$ cat config.mk
export PLATFORM = sky130hd
export DESIGN_NAME = multdiv_seq
export DESIGN_NICKNAME = d
export VERILOG_FILES = /design/src/rtl/multdiv_pkg.sv /design/src/rtl/iter_downcounter5b.sv /design/src/rtl/multdiv_seq.sv
export SDC_FILE = /design/constraint.sdc
export NUM_CORES = 1
export LEC_CHECK = 0
export CORE_MARGIN = 5
export CORE_UTILIZATION = 45
export DETAILED_ROUTE_END_ITERATION = 12
export GPL_TIMING_DRIVEN = 0
export PLACE_DENSITY = 0.76
export SYNTH_ARGS = -nofsm -noshare
export SYNTH_HDL_FRONTEND = slang
export SYNTH_HIERARCHICAL = 1
export SYNTH_SLANG_ARGS = --single-unit
$ cat constraint.sdc
create_clock -name clock -period 2.8 [get_ports clock]
set_clock_uncertainty 0.1 [all_clocks]
set_input_delay 0.56 -clock clock [delete_from_list [all_inputs] [get_ports clock]]
set_output_delay 0.56 -clock clock [all_outputs]
set_load 0.02 [all_outputs]
$ cat src/rtl/multdiv_pkg.sv
// multdiv_pkg: shared state encoding, iteration defaults and counter width
// for the multiply/divide sequencer.
`default_nettype none
package multdiv_pkg;

  typedef enum logic [1:0] {
    ST_IDLE = 2'd0,
    ST_LOAD = 2'd1,
    ST_RUN  = 2'd2,
    ST_DONE = 2'd3
  } state_t;

  localparam int MULT_ITERS_DEFAULT = 16;
  localparam int DIV_ITERS_DEFAULT  = 32;
  localparam int ITER_W             = 5;

endpackage
`default_nettype wire

$ cat src/rtl/iter_downcounter5b.sv
// iter_downcounter5b: 5-bit iteration down-counter with synchronous preset,
// decrement enable, clear and zero flag. Saturates at zero.
`default_nettype none
module iter_downcounter5b
  import multdiv_pkg::*;
(
  input  logic              clock,
  input  logic              reset,
  input  logic              clear,
  input  logic              preset,
  input  logic [ITER_W-1:0] preset_value,
  input  logic              dec,
  output logic [ITER_W-1:0] count,
  output logic              zero
);

  always_ff @(posedge clock) begin
    if (reset || clear) begin
      count <= '0;
    end else if (preset) begin
      count <= preset_value;
    end else if (dec && (count != '0)) begin
      count <= count - ITER_W'(1);
    end
  end

  assign zero = (count == '0);

endmodule
`default_nettype wire

$ cat src/rtl/multdiv_seq.sv
// multdiv_seq: IDLE/LOAD/RUN/DONE sequencer for an iterative multiply/divide
// datapath. Define MULTDIV_ABORT_EN to let a start during LOAD/RUN restart.
`default_nettype none
module multdiv_seq
  import multdiv_pkg::*;
#(
  parameter int MULT_ITERS = MULT_ITERS_DEFAULT,
  parameter int DIV_ITERS  = DIV_ITERS_DEFAULT
) (
  input  logic              clock,
  input  logic              reset,
  input  logic              ctrl_MULT,
  input  logic              ctrl_DIV,
  input  logic              divisor_zero,
  input  logic              overflow_in,
  output logic              load,
  output logic              step,
  output logic              op_is_div,
  output logic              busy,
  output logic [ITER_W-1:0] iter_count,
  output logic              data_resultRDY,
  output logic              data_exception
);

  localparam logic [ITER_W-1:0] MULT_LAST = ITER_W'(MULT_ITERS - 1);
  localparam logic [ITER_W-1:0] DIV_LAST  = ITER_W'(DIV_ITERS - 1);

  state_t state, state_next;
  logic   op_next;
  logic   exc, exc_next;
  logic   start, start_div;
  logic   cnt_zero, cnt_clear, cnt_preset, cnt_dec;

  assign start     = ctrl_MULT | ctrl_DIV;
  assign start_div = ~ctrl_MULT & ctrl_DIV;  // multiply wins a tie

  always_ff @(posedge clock) begin
    if (reset) begin
      state     <= ST_IDLE;
      op_is_div <= 1'b0;
      exc       <= 1'b0;
    end else begin
      state     <= state_next;
      op_is_div <= op_next;
      exc       <= exc_next;
    end
  end

  always_comb begin
    state_next = state;
    op_next    = op_is_div;
    exc_next   = exc;
    case (state)
      ST_IDLE, ST_DONE: begin
        if (start) begin
          state_next = ST_LOAD;
          op_next    = start_div;
        end else begin
          state_next = ST_IDLE;
        end
      end
      ST_LOAD: begin
        if (op_is_div && divisor_zero) begin
          state_next = ST_DONE;
          exc_next   = 1'b1;
        end else begin
          state_next = ST_RUN;
          exc_next   = 1'b0;
        end
      end
      ST_RUN: begin
        // overflow is only meaningful on the edge closing the last multiply step
        if (cnt_zero) begin
          state_next = ST_DONE;
          exc_next   = ~op_is_div & overflow_in;
        end
      end
      default: state_next = ST_IDLE;
    endcase
`ifdef MULTDIV_ABORT_EN
    if (start && ((state == ST_LOAD) || (state == ST_RUN))) begin
      state_next = ST_LOAD;
      op_next    = start_div;
    end
`endif
  end

  assign cnt_preset = (state == ST_LOAD) && (state_next == ST_RUN);
  assign cnt_dec    = (state == ST_RUN) && (state_next == ST_RUN);
  assign cnt_clear  = (state_next != ST_RUN);

  iter_downcounter5b u_counter (
    .clock        (clock),
    .reset        (reset),
    .clear        (cnt_clear),
    .preset       (cnt_preset),
    .preset_value (op_is_div ? DIV_LAST : MULT_LAST),
    .dec          (cnt_dec),
    .count        (iter_count),
    .zero         (cnt_zero)
  );

  assign load           = (state == ST_LOAD);
  assign step           = (state == ST_RUN);
  assign busy           = (state == ST_LOAD) || (state == ST_RUN);
  assign data_resultRDY = (state == ST_DONE);
  assign data_exception = (state == ST_DONE) & exc;

endmodule
`default_nettype wire

## Word-level counts from Yosys, hierarchy flattened

Cells that the tools add are included.

- Flip-flop bits (word level): 9
- Bits in latches: 0
- Bits in writable memories: 0
- Bits in read-only memories: 0
- Output and inout bits: 11
- Memories kept: 0

- Add/sub/neg operators: 1
- $mul: 0
- Divide/modulo/power cells: 0
- Magnitude comparators: 0
- Equality and inequality tests: 6
- Shift-type cells: 0
- Muxes and demuxes: 10
- Bitwise operators: 6
- Reductions and logical operators: 14

Operators with widths:

| kind | number |
|---|---|
| 5-bit 2-to-1 mux | 3 |
| 2-bit equality test (second input constant) | 3 |
| 2-bit one-hot mux with 3 select lines | 1 |
| 5-bit logical NOT | 1 |
| 5-bit nonzero test | 1 |
| 5-bit by 1-bit subtractor with 5-bit output (second input constant) | 1 |
| 1-bit logical AND | 4 |
| 1-bit 2-to-1 mux | 4 |
| 2-bit AND reduction | 2 |
| 2-bit nonzero test | 2 |
| 1-bit AND | 3 |
| 2-bit by 1-bit equality test with 1-bit output (second input constant) | 1 |
| 2-bit logical NOT | 1 |
| 1-bit logical OR | 2 |
| 2-bit 2-to-1 mux | 1 |
| 2-bit by 1-bit inequality test with 1-bit output (second input constant) | 1 |
| 2-bit inequality test (second input constant) | 1 |
| 1-bit inverter | 2 |
| 1-bit one-hot mux with 2 select lines | 1 |
| 2-bit OR reduction | 1 |
| 1-bit OR | 1 |

## Longest topological paths before layout

- Depth after elaboration: 8
- Depth in mapped cells: 10
- Depth with buffers taken out: 10

## Hierarchy

The synthesis kept the hierarchy.

By module, submodules not included:

| module | instances | cells an instance | area an instance (µm²) | sequential area each (µm²) |
|---|---|---|---|---|
| iter_downcounter5b | 1 | 38 | 310.3 | 100.1 |
| multdiv_seq | 1 | 34 | 289.0 | 80.1 |

## Worst setup path before layout

No wires, ideal clock.

- Path kind: register to register
- From: register u_counter.count[0]
- To: register u_counter.count[3]
- Setup time: 0.123 ns
- Data arrival time: 2.436 ns
- Required time: 2.577 ns
- Slack: 0.142 ns
- Stages on the path, launching flop included: 11
- Path buffers: 0
- Clock period less this slack: 2.658 ns
- Path through: dfxtp_1 -> inv_1 -> ha_1 -> or4b_4 -> clkinv_4 -> o21a_1 -> a31oi_1 -> and4bb_1 -> or4b_1 -> nor3b_1 -> nor3b_2

- Cells in the longest elaborated chain, start to end: 7

Ends and longest elaborated chain:

| what | RTL line | RTL |
|---|---|---|
| start, declared | iter_downcounter5b.sv:13 | `output logic [ITER_W-1:0] count,` |
| start signal, assigned | iter_downcounter5b.sv:21 | `count <= preset_value;` |
| start signal, assigned | iter_downcounter5b.sv:23 | `count <= count - ITER_W'(1);` |
| 5-bit logical NOT | iter_downcounter5b.sv:27 | `assign zero = (count == '0);` |
| net cnt_zero | multdiv_seq.sv:32 | `logic cnt_zero, cnt_clear, cnt_preset, cnt_dec;` |
| 2-bit 2-to-1 mux | multdiv_seq.sv:73 | `if (cnt_zero) begin` |
| 2-bit one-hot mux with 3 select lines | multdiv_seq.sv:53 | `case (state)` |
| 2-bit equality test | multdiv_seq.sv:89 | `assign cnt_dec = (state == ST_RUN) && (state_next == ST_RUN);` |
| 1-bit logical AND | multdiv_seq.sv:89 |  |
| net cnt_dec | multdiv_seq.sv:32 |  |
| 1-bit logical AND | iter_downcounter5b.sv:22 | `end else if (dec && (count != '0)) begin` |
| 2-bit nonzero test (no line) | - |  |

The timed path passes the listed nets, and every way through them passes these cells. The select of a mux whose other input is x is not followed.
A chain may end at the register's enable or synchronous reset.

## Worst setup path after layout

Ends and elaborated chain as after synthesis.

==> impl_metrics.tcl <==
set metrics [dict create \
    status "finished, final reports clean" \
    drtIter0Drc 6 \
    worstSetupPathType "reg -> reg" \
    rsz0062_at_grt "false" \
    initial_utilization_pct 46.6 \
    period_minus_slack_ns 2.66 \
    leakagePower_nw 0.282 \
    cp-start-kind "flop" \
    switchingPower_uw 124 \
    grt_max_degree 8 \
    synth_warnings 6 \
    totalWireLength_um 1410 \
    yosysSeqAreaShare_pct 30.1 \
    design.core.area_mm2 0.00128 \
    num_rows 13 \
    reg2reg_slack_ns 0.14 \
    cp-end-kind "flop" \
    first_pass_iters 4 \
    place_ws_ns 0.0486 \
    via_count 594 \
    post_cts_resized 0 \
    cp.required_ns 2.85 \
    cp_top_family "simple AND/OR/NAND/NOR gates" \
    cap_violations 0 \
    ctsHoldBuffers 0 \
    via_per_inst 5.40 \
    critPathMaxFanout 7 \
    p_per_area_mw_per_mm2 437 \
    syn_area_um2 599 \
    synth_seq_cells 9 \
    synthCells 72 \
    io_buffers 16 \
    utilization_pct 65.7 \
    crit_chain "inv_1, ha_1, or4b_4, clkinv_4, o21a_1, a31oi_4, and4bb_2, or4b_1, nor3b_2, nor3b_2" \
    power.share.clock_pct 28.9 \
    synth_edf_count 0 \
    grt_pass1_wl_um 2350 \
    holdCritStartpoint "u_counter/count[0]" \
    swShare_pct 33.6 \
    post-route-period-util_pct 94.8 \
    finalSetupViolations 0 \
    route.detailed.wl_per_inst_um 12.8 \
    yosys-top-cells-area "dfxtp_1 (30%), ha_1 (10%), inv_1 (5.6%)" \
    yosysTopAreaCellShare_pct 30.1 \
    fin_cells 110 \
    dieArea_mm2 0.00216 \
    ir_drop_uv 312 \
    dp_hpwl_um 1040 \
    placedCellCount 106 \
    postRouteAntennaNets 0 \
    finalHoldViolCount 0 \
    timing.hold.ws_ns 0.428 \
    crit_buf_inv 2 \
    internal-power_uw 245 \
    finalPower_uw 369 \
    die_w_um 46.5 \
    gp_congestion 0.780 \
    startpoint "u_counter/count[0]" \
    fill_cells 109 \
    place_area_um2 790 \
    slowest_stage "or4b_1" \
    clkTransAtPathRegs_ns 0.07 \
    antenna_cells 0 \
    drive_above_1_share_pct 15.8 \
    synth.distinct_cells 32 \
    grtUsageTotal_pct 15.4 \
    cts_sinks 9 \
    area_growth_pct 40.9 \
    cts_tree "built" \
    yosys.area.top_type "dfxtp_1" \
    p_seq_share_pct 39.9 \
    min_path_type "reg -> reg" \
    comb_power_share_pct 31.2 \
    slowest_delay_ns 0.50 \
    finish.instance_area_um2 845 \
    grt-ovfl-total 0 \
    ys.flop_type "dfxtp_1" \
    root_buffer "clkbuf_4" \
    nets 107 \
    tns_ns 0 \
    antenna_found_initial 0 \
    timing.rr.start "u_counter/count[0]" \
    die_y_um 46.5 \
    synthArstFlopShare_pct 0 \
    io_pins 17 \
    worst_slack_ns 0.145 \
    insertion_delay_ns 0.26 \
    cp.arrival_ns 2.71 \
    slew_violations 0 \
    first_global_vias 538 \
    h-tree-depth 1 \
    cts_buffers 3 \
    crit_top_cell "nor3b_2" \
    drc 0 \
    fmax_mhz 377 \
    clk_path_buf_depth 2 \
    synth_common_cells "dfxtp_1 (9), inv_1 (9), nor2_1 (6)" \
    post_cts.repair.setup_buffers 0 \
    postSynthAreaPerCell_um2 8.32 \
]
final cells by class:
cell class	instances	area, µm²	share of cell area [%]
multi-input combinational	56	417	49.3
sequential	9	180	21.3
timing repair buffer	16	160	19.0
inverter	10	42.5	5.04
clock buffer	4	26.3	3.11
tap	15	18.8	2.22
sequential cells by signal, summed over array words and instances (netlist names):
signal and cells:
u_counter/count 5, op_is_div 1, state 2, exc 1
cells in the final DEF (no fill, tap or decap):
cell,Yosys,routed
clkinv_4,1,1
or2_2,1,1
ha_1,5,5
inv_1,9,9
nand2b_1,1,1
nor3b_2,2,2
conb_1,1,4
a31oi_2,1,1
nand4_1,1,1
o21a_1,1,1
nor3b_4,0,1
clkbuf_4,0,3
nor2_2,0,1
nor2b_1,1,1
or4b_1,1,1
or3_4,1,1
a21oi_1,5,5
o21ai_1,1,1
nand2_1,4,4
clkdlybuf4s50_1,0,16
nor2_1,6,5
o2111ai_1,1,1
o21ai_2,1,1
nor3_1,2,2
clkbuf_1,0,1
and2_1,1,1
o21ai_0,3,3
nand3_1,3,3
or3_1,1,1
dfxtp_1,9,9
a211oi_1,3,3
a2111oi_1,1,1
a31oi_4,0,1
or4b_4,1,1
and4bb_2,0,1
o311ai_0,1,1
cells by family after synthesis:
logic type / after synthesis / synth area share [%]
AOI/OAI and AO/OA: 19 / 21.7
adders and majority gates: 5 / 10.4
DFF: 9 / 30.1
buffers and inverters: 10 / 7.10
and+or+nand+nor: 28 / 30.1
other: 1 / 0.626
power by group through the flow:
| stage | combinational (mW) | clock, mW | sequential, mW |
|---|---|---|---|
| finish | 0.115 | 0.107 | 0.147 |
| global route | 0.127 | 0.115 | 0.148 |
| CTS | 0.107 | 0.110 | 0.146 |
| detailed placement | 0.107 | 0 | 0.149 |
| global placement | 0.104 | 0 | 0.149 |
| floorplan | 0.0663 | 0 | 0.149 |
worst register-to-register path, cell delays in order (launching register included):
cell      delay [ns]
dfxtp_1         0.38
inv_1           0.08
ha_1            0.21
or4b_4          0.23
clkinv_4        0.08
o21a_1          0.20
a31oi_4         0.19
and4bb_2        0.32
or4b_1          0.50
nor3b_2         0.21
nor3b_2         0.06
metal layers:
layer | vias to the layer above | routed length (µm) | track usage [%]
met4 | 0 | 10 | 8.52
li1 | 306 | - | -
met5 | - | 0 | 0
met2 | 19 | 637 | 23.1
met1 | 267 | 668 | 19.4
met3 | 2 | 91 | 4.69
worst paths after layout:
path,to,depth (start not counted)
worst max-delay path,u_counter/count[3],10
worst min register to register,u_counter/count[0],2
worst min-delay path,u_counter/count[0],2
worst max register to register,u_counter/count[3],10
Note: power is estimated with default switching activity, not from simulation.
